**src/rtl/mmio_button_reader_if.sv**
```systemverilog
// CPU register bus between tinyrv32 and the button reader.
// master: CPU side (addr/data/strobes), slave: peripheral side (rdata/rvalid).
interface mmio_button_reader_if;
  logic [31:0] m_addr;
  logic [31:0] m_data;
  logic        wea;
  logic        rea;
  logic [31:0] rdata;
  logic        rvalid;

  modport master (
    output m_addr,
    output m_data,
    output wea,
    output rea,
    input  rdata,
    input  rvalid
  );

  modport slave (
    input  m_addr,
    input  m_data,
    input  wea,
    input  rea,
    output rdata,
    output rvalid
  );
endinterface

```
**src/rtl/mmio_button_reader.sv**
```systemverilog
// Button reader: 2-flop sync, per-bit debounce, sticky rise events,
// LEVEL/EVENT(W1C)/MASK registers on a 16-byte MMIO window.
// Ports: clk, rst (sync, active-high), bus (slave), btn[N_IN-1:0],
// irq (only when BTN_IRQ_EN is defined; adds MASK at offset 0xC).
module mmio_button_reader #(
  parameter int          N_IN            = 8,
  parameter int          DEBOUNCE_CYCLES = 16,
  parameter logic [31:0] BASE_ADDR       = 32'h2020
) (
  input  logic                 clk,
  input  logic                 rst,
  mmio_button_reader_if.slave  bus,
  input  logic [N_IN-1:0]      btn
`ifdef BTN_IRQ_EN
  ,
  output logic                 irq
`endif
);

  localparam int CW = $clog2(DEBOUNCE_CYCLES) + 1;
  localparam logic [CW-1:0] CNT_MAX = CW'(DEBOUNCE_CYCLES - 1);

  logic [N_IN-1:0] s1_q, s1_d;
  logic [N_IN-1:0] s2_q, s2_d;
  logic [N_IN-1:0] stable_q, stable_d;
  logic [N_IN-1:0] event_q, event_d;
  logic [CW-1:0]   cnt_q [N_IN];
  logic [CW-1:0]   cnt_d [N_IN];
  logic [31:0]     rdata_q, rdata_d;
  logic            rvalid_q, rvalid_d;

  logic            hit;
  logic [1:0]      off;
  logic            wr;
  logic            rd;
  logic [N_IN-1:0] clr;
  logic [N_IN-1:0] rise;
  logic [31:0]     rd_val;
  logic            unused_bits;

`ifdef BTN_IRQ_EN
  logic [N_IN-1:0] mask_q, mask_d;
  logic            irq_q, irq_d;
`endif

  assign hit = bus.m_addr[31:4] == BASE_ADDR[31:4];
  assign off = bus.m_addr[3:2];
  assign wr  = bus.wea && hit;
  assign rd  = bus.rea && hit;

  assign unused_bits = ^{bus.m_addr[1:0], bus.m_data};

  always_comb begin
    s1_d     = btn;
    s2_d     = s1_q;
    stable_d = stable_q;
    cnt_d    = cnt_q;
    for (int i = 0; i < N_IN; i++) begin
      if (s2_q[i] == stable_q[i]) begin
        cnt_d[i] = '0;
      end else if (cnt_q[i] == CNT_MAX) begin
        stable_d[i] = s2_q[i];
        cnt_d[i]    = '0;
      end else begin
        cnt_d[i] = cnt_q[i] + 1'b1;
      end
    end

    // A rise landing on the same edge as its W1C must survive.
    clr = '0;
    if (wr && off == 2'd1) clr = bus.m_data[N_IN-1:0];
    rise    = stable_d & ~stable_q;
    event_d = (event_q & ~clr) | rise;

`ifdef BTN_IRQ_EN
    mask_d = mask_q;
    if (wr && off == 2'd3) mask_d = bus.m_data[N_IN-1:0];
    irq_d = |(event_d & mask_d);
`endif

    // Reads see pre-edge state, so a read+W1C returns pre-clear.
    case (off)
      2'd0:    rd_val = 32'(stable_q);
      2'd1:    rd_val = 32'(event_q);
`ifdef BTN_IRQ_EN
      2'd3:    rd_val = 32'(mask_q);
`endif
      default: rd_val = '0;
    endcase

    rvalid_d = rd;
    rdata_d  = rd ? rd_val : '0;
  end

  always_ff @(posedge clk) begin
    if (rst) begin
      s1_q     <= '0;
      s2_q     <= '0;
      stable_q <= '0;
      event_q  <= '0;
      cnt_q    <= '{default: '0};
      rdata_q  <= '0;
      rvalid_q <= 1'b0;
`ifdef BTN_IRQ_EN
      mask_q   <= '0;
      irq_q    <= 1'b0;
`endif
    end else begin
      s1_q     <= s1_d;
      s2_q     <= s2_d;
      stable_q <= stable_d;
      event_q  <= event_d;
      cnt_q    <= cnt_d;
      rdata_q  <= rdata_d;
      rvalid_q <= rvalid_d;
`ifdef BTN_IRQ_EN
      mask_q   <= mask_d;
      irq_q    <= irq_d;
`endif
    end
  end

  assign bus.rdata  = rdata_q;
  assign bus.rvalid = rvalid_q;
`ifdef BTN_IRQ_EN
  assign irq = irq_q;
`endif

endmodule

```
**src/flat_wrapper.sv**
```systemverilog
// flat-port wrapper written by rule: the top's interface ports become plain ports
module mmio_button_reader_flat 
#(
  parameter int          N_IN            = 8,
  parameter int          DEBOUNCE_CYCLES = 16,
  parameter logic [31:0] BASE_ADDR       = 32'h2020
)
  (clk, rst, btn, bus_m_addr, bus_m_data, bus_wea, bus_rea, bus_rdata, bus_rvalid);
  mmio_button_reader_if bus_i ();
  input  logic clk;
  input  logic rst;
  input  logic [N_IN-1:0] btn;
  input wire logic [$bits(bus_i.m_addr)-1:0] bus_m_addr;
  input wire logic [$bits(bus_i.m_data)-1:0] bus_m_data;
  input wire logic [$bits(bus_i.wea)-1:0] bus_wea;
  input wire logic [$bits(bus_i.rea)-1:0] bus_rea;
  output wire logic [$bits(bus_i.rdata)-1:0] bus_rdata;
  output wire logic [$bits(bus_i.rvalid)-1:0] bus_rvalid;
  assign bus_i.m_addr = bus_m_addr;
  assign bus_i.m_data = bus_m_data;
  assign bus_i.wea = bus_wea;
  assign bus_i.rea = bus_rea;
  assign bus_rdata = bus_i.rdata;
  assign bus_rvalid = bus_i.rvalid;
  mmio_button_reader #(.N_IN(N_IN), .DEBOUNCE_CYCLES(DEBOUNCE_CYCLES), .BASE_ADDR(BASE_ADDR)) u_core (.clk(clk), .rst(rst), .bus(bus_i), .btn(btn));
endmodule
```
**config.mk**
```make
export PLATFORM = sky130hd
export DESIGN_NAME = mmio_button_reader_flat
export DESIGN_NICKNAME = d
export VERILOG_FILES = /design/src/rtl/mmio_button_reader_if.sv /design/src/rtl/mmio_button_reader.sv /design/src/flat_wrapper.sv
export SDC_FILE = /design/constraint.sdc
export NUM_CORES = 1
export LEC_CHECK = 0
export CORE_ASPECT_RATIO = 1.2
export CORE_MARGIN = 8
export CORE_UTILIZATION = 35
export CTS_CLUSTER_SIZE = 28
export DETAILED_ROUTE_END_ITERATION = 16
export GPL_TIMING_DRIVEN = 0
export PLACE_DENSITY_LB_ADDON = 0.12
export SETUP_SLACK_MARGIN = 0.2
export SLEW_MARGIN = 20
export SYNTH_ARGS = -nofsm -noshare
export SYNTH_HDL_FRONTEND = slang
export SYNTH_SLANG_ARGS = --single-unit
```
**constraint.sdc**
```tcl
create_clock -name clk -period 1.7 [get_ports clk]
set_clock_uncertainty 0.05 [all_clocks]
set_input_delay 0.255 -clock clk [delete_from_list [all_inputs] [get_ports clk]]
set_output_delay 0.255 -clock clk [all_outputs]
set_load 0.05 [all_outputs]
```
==> metrics.csv, run 1 <==
stage,metric,value,unit
floorplanning,die_w,104,µm
clock_network,clock_path_buffers,2,
power_and_ir_drop,vdd_drop_max,382,µV
timing,period_share,0.879,
place,detailed_place_hpwl,4.80,mm
final_layout,syn_to_final_growth,44.3,%
setup_path,cp_max_fo,5,
clock_network,clkTransAtPathRegs,0.08,ns
place,place_area,0.00410,mm²
floorplanning,die_height,122,µm
place,gp_congestion,0.709,
routing,wl,6.64,mm
clock_network,cts.sinks,81,
final_layout,regArea,0.00165,mm²
global_route,grt_max_degree,14,
final_layout,multi_input_area,0.00186,mm²
setup_path,path_cells,ha_4 > and3_4 > ha_4 > or3_4 > nor2_1,
power_and_ir_drop,p_per_area,778,mW/mm²
synth,syn_inst,331,
timing,setup_viol,0,
timing,slew_violations,0,
routing,post_drt_wl_per_cell,11.9,µm
global_route,grt_pass1_wl,10.8,mm
synth,synth_top_area_frac,0.498,
timing,rsz0062_at_grt,yes,
run,max_cap_viol_count,0,
routing,viasPerCell,4.22,
floorplanning,core_area,0.00903,mm²
final_layout,layout-drive-gt1-share,0.374,
clock_network,clk_latency,0.34,ns
setup_path,crit_path_end_kind,flip-flop,
routing,vias,2358,
synth,ys_warn_count,0,
final_layout,fin_util,0.521,
final_layout,post-route-cell-area,0.00470,mm²
timing,finalHoldViolations,0,
synth,syn_avg_cell_area,9.85,µm²
synth,synthDistinctLibCells,29,
synth,synth_ff_type,dfxtp_1,
synth,synth_area,0.00326,mm²
timing,period_needed,1.49,ns
clock_network,cts_htree_levels,3,
hold_path,hold_class,in -> reg,
floorplanning,start_util,0.361,
power_and_ir_drop,p_leak,1.79,nW
setup_path,cpMostUsedCell,ha_4,
global_route,grt_pass1_vias,2340,
synth,yosysSeqAreaShare,0.498,
routing,drt_drc_violations_left,0,
outcome,status,"complete, no violations",
synth,async_flop_share,0,
timing,max_freq,0.669,GHz
clock_network,cts_hold_buf,0,
setup_path,cp_slowest_stage_delay,0.44,ns
routing,drtIter0Drc,52,
setup_path,cp.arrival,1.73,ns
final_layout,antenna_cells,0,
timing,setup-tns-final,0,ns
synth,synth_top_area_cell,dfxtp_1,
clock_network,root_buffer,clkbuf_8,
floorplanning,boundaryPins,109,
routing,firstDrtPassIters,4,
place,port_buffers,57,
floorplanning,fp-row-count,38,
synth,yosys_register_bits,81,
synth,synth_area_leaders,"dfxtp_1 (50%), nor2_1 (6.3%), ha_1 (6.1%)",
global_route,overflow,0,
routing,ant_nets,0,
floorplanning,die-area,0.0127,mm²
setup_path,required,1.94,ns
global_route,antenna_found_initial,0,
final_layout,n_fill_cell,870,
global_route,grt_use_total,0.106,
setup_path,path_class,reg -> reg,
setup_path,worstSetupStartpointType,flip-flop,
synth,synth-edff-count,0,
clock_network,cts_inserted_buffers,9,
clock_network,tritoncts,yes,
setup_path,slowest_stage,or3_4,
final_layout,nNetsFinal,526,
setup_path,r2r_slack,0.21,ns
-- synth_stat cells (7+ instances only) --
cell and instances:
xor2_1 8, or3_1 8, mux2i_1 10, nor2b_1 24, nand3_1 8, buf_4 25
dfxtp_1 81, nor2_2 8, nor2_1 55, ha_1 16, inv_1 16, and3_1 8
nand2_1 7, xnor2_1 16
-- worst max-delay path, delay by kind of cell, from the launching register on --
kind	cells	cell delay (ns)
fa+ha+maj	2	0.31
flops	1	0.36
simple gates	3	0.72
-- state kept, by name (all words and copies together), names as in the netlist --
name,cells
u_core.s2_q,8
u_core.bus.rdata,8
u_core.bus.rvalid,1
u_core.stable_q,8
u_core.event_q,8
u_core.s1_q,8
u_core.cnt_q,40
-- cells in the final DEF (no fill, tap or decap), types with 4 or more instances in the layout --
master and count:
buf_4 35, clkinv_2 4, nor2_2 19, clkdlybuf4s50_1 20, xor2_1 8, dfxtp_1 66, nor2_4 10, conb_1 24
mux2i_1 10, clkbuf_2 20, nand2_1 6, nand3_1 8, nor2_1 34, ha_4 12, dlygate4sd2_1 10, nand2b_1 6
dfxtp_2 12, clkbuf_8 10, clkdlybuf4s15_1 8, xnor2_1 16, and3_4 7, or3_4 8, a211oi_1 5, inv_1 16
a21oi_1 6, ha_2 4, nor2b_1 24
-- area by class of cell --
cell class                      count  area share
Clock inverter                      6      0.0122
Multi-Input combinational cell    227       0.395
Tap cell                          120      0.0319
Timing Repair Buffer               69       0.121
Clock buffer                       10      0.0293
Sequential cell                    81       0.350
Buffer                             30      0.0482
Inverter                           16      0.0128
-- logic make-up (layout without fill, tap and decap cells) --
family	Yosys count	after routing	share of synthesized area
multiplexers	10	10	0.0307
flip-flops	81	81	0.498
XOR/XNOR	24	24	0.0645
adder cells (fa/ha/maj)	16	16	0.0614
AND/OR/NAND/NOR	139	139	0.232
AO/OA/AOI/OAI	14	14	0.0284
buffers and inverters	46	131	0.0841
other	1	24	0.00115
-- layer usage --
| layer | global-route usage | routed length (µm) |
|---|---|---|
| met1 | 0.118 | 2920 |
| met2 | 0.184 | 3330 |
| met4 | 0.0517 | 100 |
| met3 | 0.0317 | 290 |
| met5 | 0 | 0 |
-- worst paths after layout --
check                   startpoint                 to  cells past startpoint
hold reg to reg   u_core.cnt_q[35]   u_core.cnt_q[35]                      1
setup reg to reg  u_core.cnt_q[20]   u_core.cnt_q[23]                      5
hold / removal      bus_m_addr[28]  u_core.bus.rvalid                      3
setup / recovery  u_core.cnt_q[20]   u_core.cnt_q[23]                      5
-- per-stage QoR --
| stage | power [W] | setup WS (ns) | hold WS (ns) | std cells |
|---|---|---|---|---|
| 6_report | 0.00366 | 0.205 | 0.142 | 559 |
| 5_1_grt | 0.00382 | 0.172 | 0.145 | 559 |
| 4_1_cts | 0.00372 | 0.193 | 0.123 | 555 |
| 3_5_place_dp | 0.00234 | -0.583 | 0.375 | 531 |
| 3_3_place_gp | 0.00233 | -0.565 | 0.368 | 531 |
| 2_1_floorplan | 0.00220 | 0.0342 | 0.314 | 354 |
-- timing repair --
action | 4_1_cts | 5_1_grt
pin swaps | 26 | 30
endpoints found under the setup margin | 87 | 56
resized for setup | 90 | 96
setup buffers | 8 | 4
-- power breakdown --
part	internal, W	switching (W)
clock	0.000708	0.000662
combinational	0.000158	0.000201
sequential	0.00192	0.0000134
total	0.00278	0.000877
No activity file was read; power rests on OpenSTA's default activity.
==> run 2, diff against run 1 <==
clock period = 1.6 ns   (was 1.7 ns; I/O delays follow)
==> metrics.csv, run 2 (synthesis gave the netlist of run 1 again) <==
stage,metric,value,unit,change
outcome,status,"complete, no violations",,
floorplanning,boundaryPins,109,,unchanged
setup_path,crit_path_end_kind,flip-flop,,
clock_network,cts_htree_levels,3,,unchanged
global_route,grt_max_degree,12,,-2
run,max_cap_viol_count,0,,unchanged
floorplanning,die-area,0.0127,mm²,unchanged
clock_network,tritoncts,yes,,
global_route,antenna_found_initial,0,,unchanged
final_layout,top_register,u_core.cnt_q,,
floorplanning,start_util,0.361,,unchanged
floorplanning,die_height,122,µm,unchanged
power_and_ir_drop,vdd_drop_max,492,µV,+29%
routing,drtIter0Drc,31,,-40%
timing,slew_headroom,0.660,,
routing,drt_drc_violations_left,0,,unchanged
floorplanning,core_area,0.00903,mm²,unchanged
place,detailed_place_hpwl,4.86,mm,+1.2%
timing,period_needed,1.42,ns,-0.0793 ns
setup_path,path_class,reg -> reg,,
global_route,overflow,0,,unchanged
timing,max_freq,0.706,GHz,+5.6%
timing,slew_violations,0,,unchanged
setup_path,slowest_stage,or3_4,,
final_layout,final_cell_mix,"dfxtp_1 (65), buf_4 (49), nor2_1 (37)",,
timing,rsz0062_at_grt,yes,,
place,dp_slack,-0.661,ns,-0.0781 ns
final_layout,antenna_cells,0,,unchanged
setup_path,cp.arrival,1.65,ns,-0.08 ns
setup_path,worstSetupStartpointType,flip-flop,,
setup_path,path_delay_family,simple AND/OR/NAND/NOR gates,,
global_route,grt_pass1_wl,11.8,mm,+8.8%
power_and_ir_drop,p_total,0.00373,W,+2.0%
setup_path,cp_slowest_stage_delay,0.36,ns,-0.08 ns
final_layout,post-route-cell-area,0.00489,mm²,+4.1%
floorplanning,fp-row-count,38,,unchanged
place,port_buffers,57,,unchanged
global_route,grt_use_total,0.116,,+0.0101
setup_path,required,1.83,ns,-0.11 ns
final_layout,nNetsFinal,538,,+2.3%
timing,period_share,0.885,,+0.00539
timing,finalHoldViolations,0,,unchanged
final_layout,largest_reg_flops,40,,unchanged
timing,fin_ws,0.185,ns,-0.0207 ns
final_layout,layout_commonest_cell,dfxtp_1,,
clock_network,clock_path_buffers,2,,unchanged
clock_network,clkTransAtPathRegs,0.07,ns,about the same
routing,post_drt_wl_per_cell,12.2,µm,+2.9%
routing,ant_nets,0,,unchanged
clock_network,cts_hold_buf,0,,unchanged
clock_network,clk_latency,0.34,ns,about the same
global_route,grt_pass1_vias,2544,,+8.7%
clock_network,cts_inserted_buffers,9,,unchanged
hold_path,hold_class,in -> reg,,
setup_path,r2r_start,u_core.cnt_q[16],,
setup_path,cpMostUsedCell,ha_4,,
clock_network,root_buffer,clkbuf_8,,
setup_path,critPathLaunch,u_core.cnt_q[16],,
routing,wl,6.96,mm,+4.8%
routing,viasPerCell,4.40,,+4.2%
clock_network,cts.sinks,81,,unchanged
setup_path,path_cells,ha_4 > and3_4 > ha_4 > or3_4 > nor2_1,,
routing,vias,2501,,+6.1%
hold_path,min-delay-start,bus_m_addr[27],,
setup_path,cp_max_fo,5,,unchanged
timing,worst_pin_slew,0.511,ns,
place,place_area,0.00417,mm²,+1.8%
final_layout,layout-drive-gt1-share,0.410,,+0.0362
final_layout,syn_to_final_growth,50.2,%,
timing,whs,0.216,ns,+0.0736 ns
power_and_ir_drop,p_per_area,762,mW/mm²,-2.0%
routing,firstDrtPassIters,5,,+1
timing,setup_viol,0,,unchanged
setup_path,crit_buf_inv,0,,unchanged
place,gp_congestion,0.688,,-3.0%
timing,setup-tns-final,0,ns,unchanged
floorplanning,die_w,104,µm,unchanged
power_and_ir_drop,p_leak,1.92,nW,+7.2%
==> run 2: cell types whose count changed in the layout (fill, tap and decap cells not counted), sizes merged <==
cell and delta:
buf +26, bufinv -1, clkbuf -12, clkdlybuf4s15 +9, clkdlybuf4s50 -2, clkinv -4, clkinvlp -1, dlygate4sd2 -5
==> run 2: timing repair <==
action                     in CTS  in global routing
setup endpoints to repair      87                 67
pin swaps                      51                 43
resized for setup             168                 45
buffers inserted               21                  3
==> run 2: metal layers <==
metal  routed length [µm]  up-vias  global-route usage
met5                    0        -                   0
met4                  126        0              0.0598
met3                  378        8              0.0423
met2                 3350       67               0.193
met1                 3110     1165               0.130
li1                     -     1261                   -
==> run 2: cell type report <==
class                           instances  area, µm²
Fill cell                             828       4140
Multi-Input combinational cell        227       1950
Sequential cell                        81       1640
Timing Repair Buffer                   81        707
Buffer                                 30        226
Clock buffer                           14        163
Tap cell                              120        150
Inverter                               16       60.1
==> run 2: worst paths after layout <==
check	endpoint	slack, ns	cells after the start
worst max register to register	u_core.cnt_q[17]	0.18	5
worst min register to register	u_core.s2_q[1]	0.39	1
worst min-delay path	u_core.bus.rvalid	0.22	4
worst max-delay path	u_core.cnt_q[17]	0.18	5
==> run 2: worst min-delay path: cells and delay by family <==
family        cells  cell delay [ns]
buf+inv           2             0.17
simple gates      2             0.15
==> run 2: stage by stage <==
stage                     std cells   util
after floorplan                 354      -
after global placement          531  0.462
after detailed placement        531  0.462
after CTS                       566  0.524
after global routing            569  0.542
final                           569  0.542
==> run 2: where the power goes <==
group / switching, W / internal (W) / total, W
Clock: 0.000645 / 0.000634 / 0.00128
Combinational: 0.000217 / 0.000179 / 0.000395
Sequential: 0.0000163 / 0.00204 / 0.00206
